$ cat config.mk
export PLATFORM = sky130hd
export DESIGN_NAME = fir_coef_loader
export DESIGN_NICKNAME = d
export VERILOG_FILES = /design/src/rtl/fir_coef_loader.sv
export SDC_FILE = /design/constraint.sdc
export NUM_CORES = 2
export LEC_CHECK = 0
export ABC_AREA = 1
export CAP_MARGIN = 20
export CORE_ASPECT_RATIO = 1.25
export CORE_MARGIN = 2
export CORE_UTILIZATION = 49
export DETAILED_ROUTE_END_ITERATION = 7
export GPL_TIMING_DRIVEN = 1
export PLACE_DENSITY = 0.8
export SLEW_MARGIN = 20
export SYNTH_ARGS = -nofsm -noshare
export SYNTH_HDL_FRONTEND = slang
export SYNTH_SLANG_ARGS = --single-unit
$ cat constraint.sdc
create_clock -name clk -period 2.3 [get_ports clk]
set_input_delay 0.575 -clock clk [delete_from_list [all_inputs] [get_ports clk]]
set_output_delay 0.575 -clock clk [all_outputs]
set_load 0.01 [all_outputs]
$ cat src/rtl/fir_coef_loader.sv
// fir_coef_loader: assembles a coefficient set in a shadow bank and commits it atomically on a sample-boundary strobe.
// Optional FIR_COEF_LOADER_SYMM_EN: symmetric load of (N+1)/2 words, each mirrored into tap k and tap N-1-k.
module fir_coef_loader #(
   parameter int unsigned N     = 32,
   parameter int unsigned CNT_W = $clog2(N + 1)
) (
   input  logic              clk,
   input  logic              rst,
   input  logic              s_valid,
   output logic              s_ready,
   input  logic              s_first,
   input  logic [15:0]       s_data,
   input  logic              commit_allow,
   output logic [16*N-1:0]   filter_params,
   output logic              load_done,
   output logic              load_err,
   output logic              busy
);

   localparam int unsigned COEF_W = 16;
`ifdef FIR_COEF_LOADER_SYMM_EN
   localparam int unsigned LOAD_N = (N + 1) / 2;
`else
   localparam int unsigned LOAD_N = N;
`endif
   localparam logic [CNT_W-1:0] LAST_IDX = CNT_W'(LOAD_N - 1);

   typedef enum logic [1:0] {
      IDLE = 2'd0,
      LOAD = 2'd1,
      PEND = 2'd2
   } state_t;

   state_t              state;
   logic [CNT_W-1:0]    idx;
   logic [16*N-1:0]     shadow;

   logic                accept_c;
   logic                wr_en_c;
   logic [CNT_W-1:0]    wr_idx_c;

   // A first-flagged word always lands in tap 0; otherwise the running index is used.
   always_comb begin
      accept_c = s_valid && s_ready;
      wr_en_c  = accept_c && (s_first || (state == LOAD));
      wr_idx_c = s_first ? '0 : idx;
   end

   // Shadow bank: decoded per-tap write, optionally mirrored about the centre tap.
   always_ff @(posedge clk) begin
      if (rst) begin
         shadow <= '0;
      end else if (wr_en_c) begin
         for (int m = 0; m < int'(N); m++) begin
`ifdef FIR_COEF_LOADER_SYMM_EN
            if ((wr_idx_c == CNT_W'(m)) || (wr_idx_c == CNT_W'(int'(N) - 1 - m)))
               shadow[COEF_W*m +: COEF_W] <= s_data;
`else
            if (wr_idx_c == CNT_W'(m))
               shadow[COEF_W*m +: COEF_W] <= s_data;
`endif
         end
      end
   end

   // Framing FSM with registered handshake, status and pulse outputs.
   always_ff @(posedge clk) begin
      if (rst) begin
         state         <= IDLE;
         idx           <= '0;
         s_ready       <= 1'b1;
         busy          <= 1'b0;
         load_done     <= 1'b0;
         load_err      <= 1'b0;
         filter_params <= '0;
      end else begin
         load_done <= 1'b0;
         load_err  <= 1'b0;
         case (state)
            IDLE: begin
               if (accept_c) begin
                  if (!s_first) begin
                     load_err <= 1'b1;
                  end else if (LOAD_N == 1) begin
                     state   <= PEND;
                     idx     <= '0;
                     s_ready <= 1'b0;
                     busy    <= 1'b1;
                  end else begin
                     state <= LOAD;
                     idx   <= CNT_W'(1);
                     busy  <= 1'b1;
                  end
               end
            end
            LOAD: begin
               if (accept_c) begin
                  if (s_first) begin
                     // Restart: the new tap 0 is already written, the old partial frame gets overwritten.
                     load_err <= 1'b1;
                     idx      <= CNT_W'(1);
                  end else if (idx == LAST_IDX) begin
                     state   <= PEND;
                     idx     <= '0;
                     s_ready <= 1'b0;
                  end else begin
                     idx <= idx + CNT_W'(1);
                  end
               end
            end
            PEND: begin
               if (commit_allow) begin
                  filter_params <= shadow;
                  load_done     <= 1'b1;
                  state         <= IDLE;
                  s_ready       <= 1'b1;
                  busy          <= 1'b0;
               end
            end
            default: begin
               state   <= IDLE;
               idx     <= '0;
               s_ready <= 1'b1;
               busy    <= 1'b0;
            end
         endcase
      end
   end

endmodule

==> impl.org <==
** Setup path
- Among all stages on the critical path, the largest delay is contributed by sky130_fd_sc_hd__clkdlybuf4s50_1.
- Worst reg2reg path depth :: 12
- Req. time, crit path :: 1.73 ns
- Logic depth of the worst setup path including buffers :: 1
- Combined buffer and inverter count along the critical path :: 1
- Endpoint class of the critical path :: output port
- Kind of cell with the highest combined delay on the critical path :: buffers and inverters
- CP peak stage delay :: 0.58 ns
- The critical path is of the reg2out type.
- STA puts the critical path data arrival time at 1.69 ns.
- Crit start category :: register
- Traced cell by cell, the critical path runs through clkdlybuf4s50_1.
- Along the worst path, the maximum fanout reaches 2.

** Flow run
- Max-cap violation count :: 0

** Logic synthesis
- Summing every instance area after synthesis gives 37100 µm².
- Seq/Total Area, Yosys :: 55.9%
- The synthesized design spends more area on one cell type than any other, namely sky130_fd_sc_hd__dfxtp_1.
- Top post-synthesis cells by area :: sky130_fd_sc_hd__dfxtp_1 56%, sky130_fd_sc_hd__nor2_1 10%, sky130_fd_sc_hd__a21oi_1 7.0%
- Avg Cell Area, Syn :: 7.84 µm²
- Mapped Cells :: 4730
- Summed over its instances, the top area cell type makes up 55.9% of the synthesized netlist area.
- Post-synthesis sequential element count :: 1036
- Number of synthesis warnings :: 0
- The number of different library cells used by synthesis comes to 29.
- When the netlist entered floorplanning its net count stood at 4754.

** Clocking
- The tree is rooted in a sky130_fd_sc_hd__clkbuf_16.
- Number of clock sinks :: 1036
- In this run, CTS created clock tree buffers numbering 96.
- Buffers added to address setup during post-CTS repair amount to 0.
- After clock tree synthesis, the clock-pin slew on the worst setup and hold paths is 0.06 ns.
- CTS built an H-tree with a depth of 3.
- CTS tree :: built
- Clk Latency, worst-skew pair :: 0.66 ns
- In this run the deepest clock path goes through 3 buffers.

** Die
- The die covers 77900 µm².
- Number of cell rows :: 112
- Measured along the y axis, the die boundary spans 312 µm.
- Horizontal extent of the die :: 250 µm
- Core Footprint :: 74800 µm²
- I/O pin count :: 537
- Starting Density :: 49.5%

** Final layout
- The repair_antennas step left the layout with diodes totalling 0.
- For this run, the post-layout net count is 5146.
- In the final layout, the share of cells above drive strength 1 is 8.23%.
- Post-synthesis to final-layout area growth :: 27.1%
- For this run, the number of standard cells in the final layout without fillers is 6171.

** Timing
- Setup repair after global routing left no endpoint under its margin.
- The number of failing hold endpoints at the final stage was 0.
- Dividing the final minimum period by the clock period gives 98.5%.
- Clock period minus final worst setup slack :: 2.26 ns
- Across the routed clock network, the largest skew measured is 0.0225 ns.
- Total count of max-transition violations in the final report :: 0
- Based on the critical path, the design can be clocked at up to 442 MHz.
- Number of endpoints failing setup at the final stage :: 0
- Worst Tran Pin Value :: 0.789 ns
- In the post-route analysis, the smallest setup slack over all paths is 0.0354 ns.
- Measured against its own limit, the worst slew margin works out to 47.4%.

** Drt
- The detail route stage leaves a number of antenna-violating nets equal to 0.
- The first detailed-routing pass ran for 6 iterations.
- Drt total wl :: 121 mm
- Residual DRC count :: 0
- For this block, the via count after detailed routing is 34300.
- In the routed layout, each cell is associated on average with a via count of 5.56.
- Initial drt markers :: 3348
- Detailed-route wire length per cell :: 19.6 µm

** Global routing
- In the global route stage, met3 resource usage came out at 4.17%.
- Global routing used 29.8% of the available tracks.
- Global routing consumed, on the met2 layer, 49.1% of the routing resources.
- Global-route wire length before repair :: 184 mm
- The number of antenna violations at the first check in global routing was 1.
- In this run the most used layer during global routing was met2.
- The via count of the first global-routing pass is 32100.
- Pin count of the biggest net entering global routing :: 131
- For this run, global-route usage on met1 was measured as 37.8%.
- Total global routing overflow :: 0

** Pwr
- Sequential power share :: 49.8%
- Fraction of power spent switching nets :: 23.0%
- The clock network accounts for 45.6% of the total power.
- Portion of total power attributed to combinational logic :: 4.5%
- For this design the total switching power over the nets is 0.00831 W.
- The analysis attributes to cell leakage a power of 17.1 nW.
- IR analysis of the VDD net gives a maximum drop of 0.707 mV.
- Internal cell power :: 0.0279 W
- Power per cell area :: 768 nW/µm²

** Outcome
- Outcome :: finished, final reports clean

** Worst hold path
- The tightest min-delay check is of the in2reg type.
- Worst hold path cell count :: 2

** Place
- The count of buffers added on input and output ports is 536.
- Routability-driven placement finished with a final weighted congestion of 0.842.
- Detailed placement ended at an HPWL of 75.8 mm.
- Including well taps, the total number of placed cells is 5993.
- Post-placement worst setup slack :: -0.352 ns
==> per-layer routing <==
layer  routed length, µm  share of wire [%]
met2               56900                 47
met3                9030                7.5
met4                6390                5.3
met1               48700                 40
met5                  15              0.012
==> cells in the mapped netlist (all sizes together) <==
cell type and n:
o21ai 521, inv 61, ha 3, nor4 1
a21oi 520, a31oi 1, nor2 1055, nand3 520
dfxtp 1036, buf 111, nor3 18, clkbuf 291
nand2 591, nand4 1
==> state kept, by name, summed over array words and instances, names as in the netlist <==
| register | flops |
|---|---|
| busy | 1 |
| filter_params | 512 |
| idx | 6 |
| load_done | 1 |
| load_err | 1 |
| s_ready | 1 |
| shadow | 512 |
| state | 2 |
==> area by class of cell <==
type	count	area [µm²]
tap	969	1210
clock buffer	138	2820
timing repair buffer	696	7200
fill	6307	27700
clock inverter	40	485
inverter	61	236
sequential	1036	20700
multi-input combinational	3231	14400
==> final timing paths <==
check                                   startpoint  slack (ns)            endpoint
worst max-delay path            filter_params[279]        0.04  filter_params[279]
worst min-delay path                           rst        0.27  filter_params[203]
worst max register to register            state[0]        0.22         shadow[453]
worst min register to register   filter_params[90]        0.46   filter_params[90]
==> power by group through the flow <==
stage / Clock, W / Sequential [W] / Combinational (W)
6_report: 0.0165 / 0.0180 / 0.00164
4_1_cts: 0.0167 / 0.0180 / 0.00160
2_1_floorplan: 0 / 0.0184 / 0.000908
3_3_place_gp: 0 / 0.0184 / 0.00159
5_1_grt: 0.0174 / 0.0180 / 0.00173
3_5_place_dp: 0 / 0.0184 / 0.00160
==> metrics by stage <==
step                util (%)  cell area, µm²  setup TNS [ns]  power, W  hold slack (ns)
global route            63.0           47100               0    0.0372            0.287
floorplan                  -           37100               0    0.0193            0.455
detailed placement      58.5           43800         -101.36    0.0200            0.451
CTS                     63.0           47100               0    0.0363            0.239
finish                  63.0           47100               0    0.0362            0.274
global placement        58.5           43800          -80.23    0.0200            0.449
==> kinds of logic (layout without fill, tap and decap cells) <==
kind of cell / Yosys count / after routing / synth area share (%)
and+or+nand+nor: 2186 / 2186 / 24.6
AOI/OAI and AO/OA: 1042 / 1042 / 14.1
DFF: 1036 / 1036 / 55.9
buffers and inverters: 463 / 935 / 5.19
adders and majority gates: 3 / 3 / 0.101
==> cells in the final DEF (no fill, tap or decap), types with 2 or more instances in the layout <==
cell	count
sky130_fd_sc_hd__a21oi_1	520
sky130_fd_sc_hd__buf_12	56
sky130_fd_sc_hd__buf_2	16
sky130_fd_sc_hd__buf_4	104
sky130_fd_sc_hd__buf_8	2
sky130_fd_sc_hd__bufinv_16	8
sky130_fd_sc_hd__clkbuf_1	18
sky130_fd_sc_hd__clkbuf_16	98
sky130_fd_sc_hd__clkbuf_8	22
sky130_fd_sc_hd__clkdlybuf4s50_1	518
sky130_fd_sc_hd__clkinv_2	17
sky130_fd_sc_hd__clkinv_4	2
sky130_fd_sc_hd__clkinv_8	3
sky130_fd_sc_hd__clkinvlp_4	6
sky130_fd_sc_hd__dfxtp_1	1035
sky130_fd_sc_hd__ha_1	3
sky130_fd_sc_hd__inv_1	23
sky130_fd_sc_hd__inv_2	37
sky130_fd_sc_hd__inv_6	2
sky130_fd_sc_hd__inv_8	2
sky130_fd_sc_hd__nand2_1	570
sky130_fd_sc_hd__nand2_2	9
sky130_fd_sc_hd__nand2_4	12
sky130_fd_sc_hd__nand3_1	519
sky130_fd_sc_hd__nor2_1	1029
sky130_fd_sc_hd__nor2_2	12
sky130_fd_sc_hd__nor2_4	13
sky130_fd_sc_hd__nor3_1	18
sky130_fd_sc_hd__o21ai_0	490
sky130_fd_sc_hd__o21ai_1	28
sky130_fd_sc_hd__o21ai_4	2
==> repair_timing <==
item,in CTS,in global routing
gates resized for setup,0,2
hold buffers,0,0
endpoints found under the setup margin,0,4
hold endpoints to repair,0,0
Power figures use the tool's default switching activity.
